$ cat src/rtl/btn_debounce_pkg.sv
// -----------------------------------------------------------------------------
// btn_debounce_pkg
// Shared definitions for the push-button conditioning block:
//   - 2-bit state encodings (BTN_IDLE, BTN_PRESS_WAIT, BTN_PRESSED,
//     BTN_RELEASE_WAIT) and the matching enum type
//   - default filter / long-press cycle counts for the 25 MHz board clock
//   - pin polarity normalisation helper
// -----------------------------------------------------------------------------
package btn_debounce_pkg;

   localparam logic [1:0] BTN_IDLE         = 2'd0;
   localparam logic [1:0] BTN_PRESS_WAIT   = 2'd1;
   localparam logic [1:0] BTN_PRESSED      = 2'd2;
   localparam logic [1:0] BTN_RELEASE_WAIT = 2'd3;

   // 10 ms and 1 s at 25 MHz
   localparam int BTN_DEF_STABLE_CYCLES = 32'd250000;
   localparam int BTN_DEF_LONG_CYCLES   = 32'd25000000;

   typedef enum logic [1:0] {
      ST_IDLE         = BTN_IDLE,
      ST_PRESS_WAIT   = BTN_PRESS_WAIT,
      ST_PRESSED      = BTN_PRESSED,
      ST_RELEASE_WAIT = BTN_RELEASE_WAIT
   } btn_state_e;

   // Maps a raw pin level to "1 = pressed" for either board polarity.
   function automatic logic btn_normalise(input logic pin, input logic active_low);
      return active_low ? ~pin : pin;
   endfunction

endpackage

$ cat src/rtl/btn_debounce_sync2.sv
// -----------------------------------------------------------------------------
// sync2
// Two-flop synchroniser for a single asynchronous board input.
// Ports:
//   clk    - destination clock
//   rst_n  - asynchronous active-low reset; both flops load RESET_VAL
//   d      - asynchronous input
//   q      - synchronised output (two clk edges after d is captured)
// RESET_VAL should be the input's idle level so that reset never creates
// a spurious edge downstream.
// -----------------------------------------------------------------------------
module sync2 #(
   parameter logic RESET_VAL = 1'b0
) (
   input  logic clk,
   input  logic rst_n,
   input  logic d,
   output logic q
);

   logic meta_r;
   logic sync_r;

   // Two-stage capture of the asynchronous input into the clk domain
   always_ff @(posedge clk or negedge rst_n) begin
      if (!rst_n) begin
         meta_r <= RESET_VAL;
         sync_r <= RESET_VAL;
      end else begin
         meta_r <= d;
         sync_r <= meta_r;
      end
   end

   assign q = sync_r;

endmodule

$ cat src/rtl/btn_debounce.sv
// -----------------------------------------------------------------------------
// btn_debounce
// Conditions one raw mechanical push-button: synchronise, normalise polarity,
// filter with a consecutive-cycle counter, and emit a clean level plus
// single-cycle press / release / long-press pulses.
// Parameters:
//   ACTIVE_LOW     - 1: pin reads 0 while pressed
//   STABLE_CYCLES  - consecutive stable cycles to accept a change (>= 2)
//   LONG_CYCLES    - press duration that fires long_o (> STABLE_CYCLES)
// Ports:
//   clk, rst_n     - clock, asynchronous active-low reset
//   btn_i          - raw button pin, asynchronous to clk
//   level_o        - debounced level, 1 = pressed
//   press_o        - one-cycle pulse on an accepted press
//   release_o      - one-cycle pulse on an accepted release
//   long_o         - one-cycle pulse once per press when the hold reaches
//                    LONG_CYCLES
// All outputs are registered.
// -----------------------------------------------------------------------------
module btn_debounce
   import btn_debounce_pkg::*;
#(
   parameter logic ACTIVE_LOW    = 1'b1,
   parameter int   STABLE_CYCLES = BTN_DEF_STABLE_CYCLES,
   parameter int   LONG_CYCLES   = BTN_DEF_LONG_CYCLES
) (
   input  logic clk,
   input  logic rst_n,
   input  logic btn_i,
   output logic level_o,
   output logic press_o,
   output logic release_o,
   output logic long_o
);

   localparam int CNT_W  = $clog2(STABLE_CYCLES + 1);
   localparam int HOLD_W = $clog2(LONG_CYCLES + 1);

   localparam logic [CNT_W-1:0]  CNT_ZERO     = CNT_W'(0);
   localparam logic [CNT_W-1:0]  CNT_ONE      = CNT_W'(1);
   localparam logic [CNT_W-1:0]  CNT_STABLE   = CNT_W'(STABLE_CYCLES);
   localparam logic [HOLD_W-1:0] HOLD_ZERO    = HOLD_W'(0);
   localparam logic [HOLD_W-1:0] HOLD_ONE     = HOLD_W'(1);
   localparam logic [HOLD_W-1:0] HOLD_STABLE  = HOLD_W'(STABLE_CYCLES);
   localparam logic [HOLD_W-1:0] HOLD_LONG    = HOLD_W'(LONG_CYCLES);
   localparam logic [HOLD_W-1:0] HOLD_LONG_M1 = HOLD_W'(LONG_CYCLES - 1);

   // Released pin level, so reset never looks like a press
   localparam logic PIN_RELEASED = ACTIVE_LOW;

   logic              sync_q_s;
   logic              s_r;
   btn_state_e        state_r;
   btn_state_e        state_nxt_s;
   logic [CNT_W-1:0]  cnt_r;
   logic [CNT_W-1:0]  cnt_nxt_s;
   logic [HOLD_W-1:0] hold_r;
   logic [HOLD_W-1:0] hold_nxt_s;
   logic [HOLD_W-1:0] hold_inc_s;
   logic              long_hit_s;
   logic              level_r;
   logic              level_nxt_s;
   logic              press_r;
   logic              press_nxt_s;
   logic              release_r;
   logic              release_nxt_s;
   logic              long_r;
   logic              long_nxt_s;

   sync2 #(
      .RESET_VAL (PIN_RELEASED)
   ) u_sync (
      .clk   (clk),
      .rst_n (rst_n),
      .d     (btn_i),
      .q     (sync_q_s)
   );

   // Registered polarity-normalised sample (1 = pressed)
   always_ff @(posedge clk or negedge rst_n) begin
      if (!rst_n) begin
         s_r <= 1'b0;
      end else begin
         s_r <= btn_normalise(sync_q_s, ACTIVE_LOW);
      end
   end

   // Saturating hold counter; long_hit_s marks the step that reaches LONG_CYCLES,
   // which can happen only once per press because the counter then sticks.
   assign hold_inc_s = (hold_r == HOLD_LONG) ? hold_r : (hold_r + HOLD_ONE);
   assign long_hit_s = (hold_r == HOLD_LONG_M1);

   // Next-state, counter and output-pulse decode
   always_comb begin
      state_nxt_s   = state_r;
      cnt_nxt_s     = cnt_r;
      hold_nxt_s    = hold_r;
      level_nxt_s   = 1'b0;
      press_nxt_s   = 1'b0;
      release_nxt_s = 1'b0;
      long_nxt_s    = 1'b0;

      case (state_r)
         ST_IDLE: begin
            hold_nxt_s = HOLD_ZERO;
            if (s_r) begin
               state_nxt_s = ST_PRESS_WAIT;
               cnt_nxt_s   = CNT_ONE;
            end else begin
               cnt_nxt_s   = CNT_ZERO;
            end
         end

         ST_PRESS_WAIT: begin
            if (!s_r) begin
               state_nxt_s = ST_IDLE;
               cnt_nxt_s   = CNT_ZERO;
            end else if (cnt_r == CNT_STABLE) begin
               state_nxt_s = ST_PRESSED;
               cnt_nxt_s   = CNT_ZERO;
               // the filter window already counts towards the hold time
               hold_nxt_s  = HOLD_STABLE;
               press_nxt_s = 1'b1;
               level_nxt_s = 1'b1;
            end else begin
               cnt_nxt_s   = cnt_r + CNT_ONE;
            end
         end

         ST_PRESSED: begin
            level_nxt_s = 1'b1;
            hold_nxt_s  = hold_inc_s;
            // long_o is independent of s_r so a release starting now keeps it
            long_nxt_s  = long_hit_s;
            if (!s_r) begin
               state_nxt_s = ST_RELEASE_WAIT;
               cnt_nxt_s   = CNT_ONE;
            end else begin
               cnt_nxt_s   = CNT_ZERO;
            end
         end

         ST_RELEASE_WAIT: begin
            if (s_r) begin
               state_nxt_s = ST_PRESSED;
               cnt_nxt_s   = CNT_ZERO;
               hold_nxt_s  = hold_inc_s;
               long_nxt_s  = long_hit_s;
               level_nxt_s = 1'b1;
            end else if (cnt_r == CNT_STABLE) begin
               // release wins over a coincident long hit: pulses stay exclusive
               state_nxt_s   = ST_IDLE;
               cnt_nxt_s     = CNT_ZERO;
               hold_nxt_s    = HOLD_ZERO;
               release_nxt_s = 1'b1;
            end else begin
               cnt_nxt_s   = cnt_r + CNT_ONE;
               hold_nxt_s  = hold_inc_s;
               long_nxt_s  = long_hit_s;
               level_nxt_s = 1'b1;
            end
         end

         default: begin
            state_nxt_s = ST_IDLE;
            cnt_nxt_s   = CNT_ZERO;
            hold_nxt_s  = HOLD_ZERO;
         end
      endcase
   end

   // State, counters and registered outputs
   always_ff @(posedge clk or negedge rst_n) begin
      if (!rst_n) begin
         state_r   <= ST_IDLE;
         cnt_r     <= CNT_ZERO;
         hold_r    <= HOLD_ZERO;
         level_r   <= 1'b0;
         press_r   <= 1'b0;
         release_r <= 1'b0;
         long_r    <= 1'b0;
      end else begin
         state_r   <= state_nxt_s;
         cnt_r     <= cnt_nxt_s;
         hold_r    <= hold_nxt_s;
         level_r   <= level_nxt_s;
         press_r   <= press_nxt_s;
         release_r <= release_nxt_s;
         long_r    <= long_nxt_s;
      end
   end

   assign level_o   = level_r;
   assign press_o   = press_r;
   assign release_o = release_r;
   assign long_o    = long_r;

endmodule

$ cat config.mk
export PLATFORM = sky130hd
export DESIGN_NAME = btn_debounce
export DESIGN_NICKNAME = d
export VERILOG_FILES = /design/src/rtl/btn_debounce_pkg.sv /design/src/rtl/btn_debounce_sync2.sv /design/src/rtl/btn_debounce.sv
export SDC_FILE = /design/constraint.sdc
export NUM_CORES = 1
export LEC_CHECK = 0
export CAP_MARGIN = 20
export CORE_MARGIN = 3
export CORE_UTILIZATION = 60
export CTS_CLUSTER_DIAMETER = 120
export CTS_CLUSTER_SIZE = 8
export DETAILED_ROUTE_END_ITERATION = 10
export GPL_TIMING_DRIVEN = 0
export PLACE_DENSITY_LB_ADDON = 0.1
export SETUP_SLACK_MARGIN = 0.3
export SLEW_MARGIN = 10
export SYNTH_ARGS = -nofsm -noshare
export SYNTH_HDL_FRONTEND = slang
export SYNTH_SLANG_ARGS = --single-unit
$ cat constraint.sdc
create_clock -name clk -period 4.2 [get_ports clk]
set_input_delay 0.84 -clock clk [delete_from_list [all_inputs] [get_ports clk]]
set_output_delay 0.84 -clock clk [all_outputs]
set_load 0.1 [all_outputs]
=== Word level (Yosys, flattened, before mapping) ===
Index checks and enable logic that the tools add are counted.
W data, S select, Z words.

* Register bits: 52
* Bits of input ports: 3
* Output and inout port bits: 4
* Logic and storage cells: 58

* $add $sub $neg: 2
* Equal/unequal tests: 12
* Multiplexer cells: 30
* Bitwise logic cells: 1
* Reductions and logical operators: 3

{| class="wikitable"
|+ Operator list
! kind !! count
|-
| $mux W25 || 5
|-
| $pmux W25 S4 || 1
|-
| $pmux W18 S4 || 1
|-
| $mux W18 || 3
|-
| $eq A25 B25 Y1 const B || 2
|-
| $add A25 B1 Y25 const B || 1
|-
| $add A18 B1 Y18 const B || 1
|-
| $eq A18 B18 Y1 const B || 1
|-
| $mux W2 || 6
|-
| $mux W1 || 11
|-
| $ne A2 B2 Y1 const B || 4
|-
| $pmux W2 S4 || 1
|-
| $ne A3 B3 Y1 const B || 2
|-
| $eq A2 B2 Y1 const B || 2
|-
| $reduce_and A4 Y1 || 1
|-
| $pmux W1 S3 || 1
|-
| $eq A2 B1 Y1 const B || 1
|-
| $logic_not A2 Y1 || 1
|-
| $pmux W1 S2 || 1
|-
| $reduce_and A2 Y1 || 1
|-
| $not A1 Y1 || 1
|}

=== Logic depth before layout (Yosys ltp) ===
* Word-level depth: 5
* Gate-level depth with buffers: 10
* Gate-level depth less buffers: 7

=== Modules after synthesis ===
From an unflattened synthesis, not the netlist that was laid out.

* Cells, all modules: 316
* Area, all modules: 2851.5 sq um

{| class="wikitable"
|+ Modules (own cells, without submodules)
! module !! instances !! cells each !! area each (sq um) !! sequential area each (sq um)
|-
| btn_debounce || 1 || 314 || 2798.9 || 1251.2
|-
| sync2 || 1 || 2 || 52.6 || 52.6
|}

=== Worst setup path before layout ===
OpenSTA, ideal clock, no wires.

* Kind: register -> register
* Start: register cnt_r[0]
* End: register hold_r[14]
* Data arrival time: 1.804 ns
* Setup slack: 2.314 ns
* Cell stages (with the launch flop): 10
* Path buffers: 2
* Cells stage by stage: dfrtp_1 -> inv_1 -> ha_1 -> nor4b_1 -> and4b_1 -> buf_6 -> a21bo_2 -> buf_2 -> o311a_1 -> a31oi_1

* Longest elaborated chain between the ends: 4
* Elaborated cells on any way between the ends: 6
* Classes of those cells: eq/ne: 2; mux: 3; reduce/logical: 1

{| class="wikitable"
|+ Ends and longest elaborated chain
! item !! line !! source
|-
| from (decl) || btn_debounce.sv:55 || <nowiki>logic [CNT_W-1:0] cnt_r;</nowiki>
|-
| from (signal assigned) || btn_debounce.sv:184 || <nowiki>cnt_r <= cnt_nxt_s;</nowiki>
|-
| $eq A18 B18 Y1 (*) || btn_debounce.sv:118, btn_debounce.sv:150 ||
|-
| $mux W25 || btn_debounce.sv:150 || <nowiki>end else if (cnt_r == CNT_STABLE) begin</nowiki>
|-
| $mux W25 || btn_debounce.sv:144 || <nowiki>if (s_r) begin</nowiki>
|-
| $pmux W25 S4 || btn_debounce.sv:103 || <nowiki>case (state_r)</nowiki>
|-
| to (signal assigned) || btn_debounce.sv:185 || <nowiki>hold_r <= hold_nxt_s;</nowiki>
|-
| to (decl) || btn_debounce.sv:57 || <nowiki>logic [HOLD_W-1:0] hold_r;</nowiki>
|}

Mark *: on every way between the ends. The rest lies on a longest branch, timed or not.
A chain may end at the register's enable or synchronous reset.

=== Final worst setup path ===
* Start: register press_r, in the netlist press_o
* End: output press_o

{| class="wikitable"
|+ RTL lines
! item !! line !! source
|-
| from (decl) || btn_debounce.sv:63 || <nowiki>logic press_r;</nowiki>
|-
| from (signal assigned) || btn_debounce.sv:187 || <nowiki>press_r <= press_nxt_s;</nowiki>
|-
| to (decl) || btn_debounce.sv:31 || <nowiki>output logic press_o,</nowiki>
|}

No word-level cell between the ends.

==> impl_metrics.csv <==
group,metric,value,unit
logic_synthesis,synthAdderAreaFrac,0.0172,
power_and_ir_drop,netSwitchingFraction,0.220,
logic_synthesis,yosys.area_share.simple,0.274,
placed_design,place_area,3050,um^2
floorplan,start_util,0.646,
logic_synthesis,synth.avg_cell_area,9.57,um^2
critical_path,critPathCaptureType,"output pin",
route,drt-vias-per-instance,6.44,
critical_path,slowest_stage,"clkdlybuf4s50_1",
global_route,grt_overflow,0,
sta,relSlewSlack,0.357,
critical_path,arrival,1770,ps
global_route,grt_pass1_vias,2128,
clock_tree,insertion_delay,310,ps
route,wirelength,6240,um
sta,tightest_slew,962,ps
route,final_antenna_net_count,0,
clock_tree,post_cts_resized,0,
job,cap_violations,0,
placed_design,gp_congestion,0.934,
sta,skew,5.74,ps
logic_synthesis,synth-compound-area-share,0.142,
power_and_ir_drop,switchingPower,0.197,mW
sta,clock.fmax,383,MHz
global_route,grt_pass1_wl,10600,um
sta,maxSlewViolCount,0,
layout,syn_to_final_growth,8.47,%
placed_design,hpwl,4420,um
power_and_ir_drop,leakagePower,1.33,nW
layout,fin_util,0.701,
power_and_ir_drop,peakVddDrop,0.000212,V
critical_path,reg2reg_slack,1850,ps
logic_synthesis,async_flop_share,1.00,
layout,insertedDiodeCount,0,
logic_synthesis,syn_nets,311,
floorplan,io_pins,7,
logic_synthesis,syn-cell-area,2910,um^2
layout,multiInputGateArea,1440,um^2
critical_path,path_cells,"clkdlybuf4s50_1",
critical_path,crit_type,"register to output pin",
clock_tree,cts_setup_buffers,0,
critical_path,crit_fanout,1,
layout,fin_nets,325,
power_and_ir_drop,p_int,0.699,mW
critical_path,slowest_delay,1120,ps
sta,min_period_over_period,0.621,
power_and_ir_drop,p_per_area,284,nW/um^2
clock_tree,cts_root_buf,"clkbuf_8",
floorplan,die_w,75.6,um
power_and_ir_drop,p_clk_frac,0.382,
logic_synthesis,yosys_register_bits,52,
sta,hold_slack,363,ps
logic_synthesis,synth_top_family_by_area,"simple AND/OR/NAND/NOR gates",
power_and_ir_drop,comb_power_share,0.049,
route,wl_per_cell,16.8,um
floorplan,core_area,4500,um^2
route,drt_iter0_markers,303,
logic_synthesis,muxShareOfSynthArea,0.0112,
worst_hold_path,hp-class,"register to register",
global_route,grt_max_degree,28,
clock_tree,tritoncts,"done",
floorplan,die_h,75.6,um
floorplan,dieArea,5720,um^2
global_route,antenna_found_initial,0,
clock_tree,clockBufferDepth,2,
global_route,grt.total_usage,0.247,
placed_design,dpl.cell_count,363,
layout,drive_above_1_share,0.119,
floorplan,row_count,24,
sta,setup-tns-final,0,ps
logic_synthesis,ys_types,58,
clock_tree,clk_pin_slew,90,ps
logic_synthesis,yosysSeqAreaShare,0.448,
sta,setup_viol,0,
layout,final_cells,371,
critical_path,start_kind,"register",
route,vias,2390,
layout,nFillCells,346,
route,drc,0,
logic_synthesis,synth-xor-area-share,0.0512,
sta,setup_slack,1590,ps
clock_tree,htree_num_levels,2,
clock_tree,cts_hold_buffers,0,
critical_path,worst-path-buf-inv,1,
route,dr.pass1.iters,5,
run_status,status,"finished, final reports clean",
placed_design,io_buffers,6,
logic_synthesis,synth_edf_count,0,
placed_design,pre_cts_slack,1900,ps
critical_path,cp_data_required_time,3360,ps
logic_synthesis,ys.flop_type,"dfrtp_1",
logic_synthesis,yosysWarnings,0,
logic_synthesis,synthCells,304,
power_and_ir_drop,seq_power_share,0.569,
clock_tree,clock-sinks,52,
layout,final_area,3160,um^2
sta,hold_viol_final,0,
power_and_ir_drop,total_power,0.895,mW
sta,post-route-min-period,2610,ps
clock_tree,numCtsBuffers,5,
critical_path,critPathTopFamily,"buffers and inverters",
sta,rsz0062_at_grt,"false",
layout,seq_area,1300,um^2
==> power by group through the flow <==
| stage | Combinational, mW | Clock (mW) | Sequential [mW] |
|---|---|---|---|
| 4_1_cts | 0.0442 | 0.345 | 0.509 |
| 5_1_grt | 0.0506 | 0.370 | 0.510 |
| 3_3_place_gp | 0.0418 | 0 | 0.519 |
| 3_5_place_dp | 0.0441 | 0 | 0.519 |
| 2_1_floorplan | 0.0235 | 0 | 0.518 |
| 6_report | 0.0437 | 0.342 | 0.509 |
==> flip-flops by register name (all words and copies together), names as in the netlist, named ones only <==
| register | count |
|---|---|
| cnt_r | 18 |
| long_o | 1 |
| s_r | 1 |
| level_o | 1 |
| press_o | 1 |
| state_r | 1 |
| hold_r | 25 |
| u_sync.meta_r | 1 |
| release_o | 1 |
| u_sync.q | 1 |
==> cells in the mapped netlist (all sizes together) (9+ instances only) <==
master / count / area [um^2]
dfrtp: 50 / 1250
nor2: 31 / 116
nand2: 20 / 75.1
a21oi: 17 / 85.1
nand3: 17 / 85.1
inv: 14 / 52.6
o21ai: 14 / 70.1
and3: 13 / 83.8
nand4: 11 / 68.8
buf: 10 / 65.1
and4: 9 / 82.6
xnor2: 9 / 78.8
==> per-layer routing <==
metal / vias to the layer above / global-route usage / wire [um]
met3: 10 / 0.0528 / 401
met5: - / 0 / 0
met1: 1147 / 0.403 / 3150
li1: 1137 / - / -
met4: 0 / 0.0621 / 75
met2: 96 / 0.328 / 2610
==> path summary, 6_finish.rpt <==
path                                         start                endpoint  cells after the start
max                              press_o$_DFF_PN0_                 press_o                      1
min                        u_sync.meta_r$_DFF_PN1_      u_sync.q$_DFF_PN1_                      0
max reg2reg                     cnt_r[0]$_DFF_PN0_  hold_r[15]$_DFFE_PN0P_                     10
min reg2reg                u_sync.meta_r$_DFF_PN1_      u_sync.q$_DFF_PN1_                      0
max in group asynchronous                    rst_n  hold_r[24]$_DFFE_PN0P_                      2
min in group asynchronous                    rst_n      cnt_r[2]$_DFF_PN0_                      1
==> cell families (layout without fill, tap and decap cells) <==
family,Yosys count,after routing
and+or+nand+nor,138,138
adders and majority gates,4,4
muxes,3,3
AOI/OAI and AO/OA,62,62
xor gates and xnor gates,17,17
DFF,52,52
buffers and inverters,28,43
==> cell type report <==
cell class / instances / area share
Clock inverter: 1 / 0.00952
Timing Repair Buffer: 7 / 0.0238
Multi-Input combinational cell: 224 / 0.457
Sequential cell: 52 / 0.413
Clock buffer: 7 / 0.0242
Inverter: 14 / 0.0167
Buffer: 14 / 0.0349
Tap cell: 52 / 0.0206
==> cell usage in the layout, fill, tap and decap left out, types with 6 or more instances in the layout <==
cell type	netlist	final
a21oi_1	17	17
a31oi_1	7	7
and3_1	11	11
and4_1	6	6
buf_2	7	8
clkbuf_8	3	8
dfrtp_1	50	50
inv_1	14	14
nand2_1	20	20
nand3_1	17	17
nand4_1	11	11
nor2_1	31	31
o21ai_0	14	14
xnor2_1	9	9
xor2_1	8	8
No activity file was read; power rests on OpenSTA's default activity.
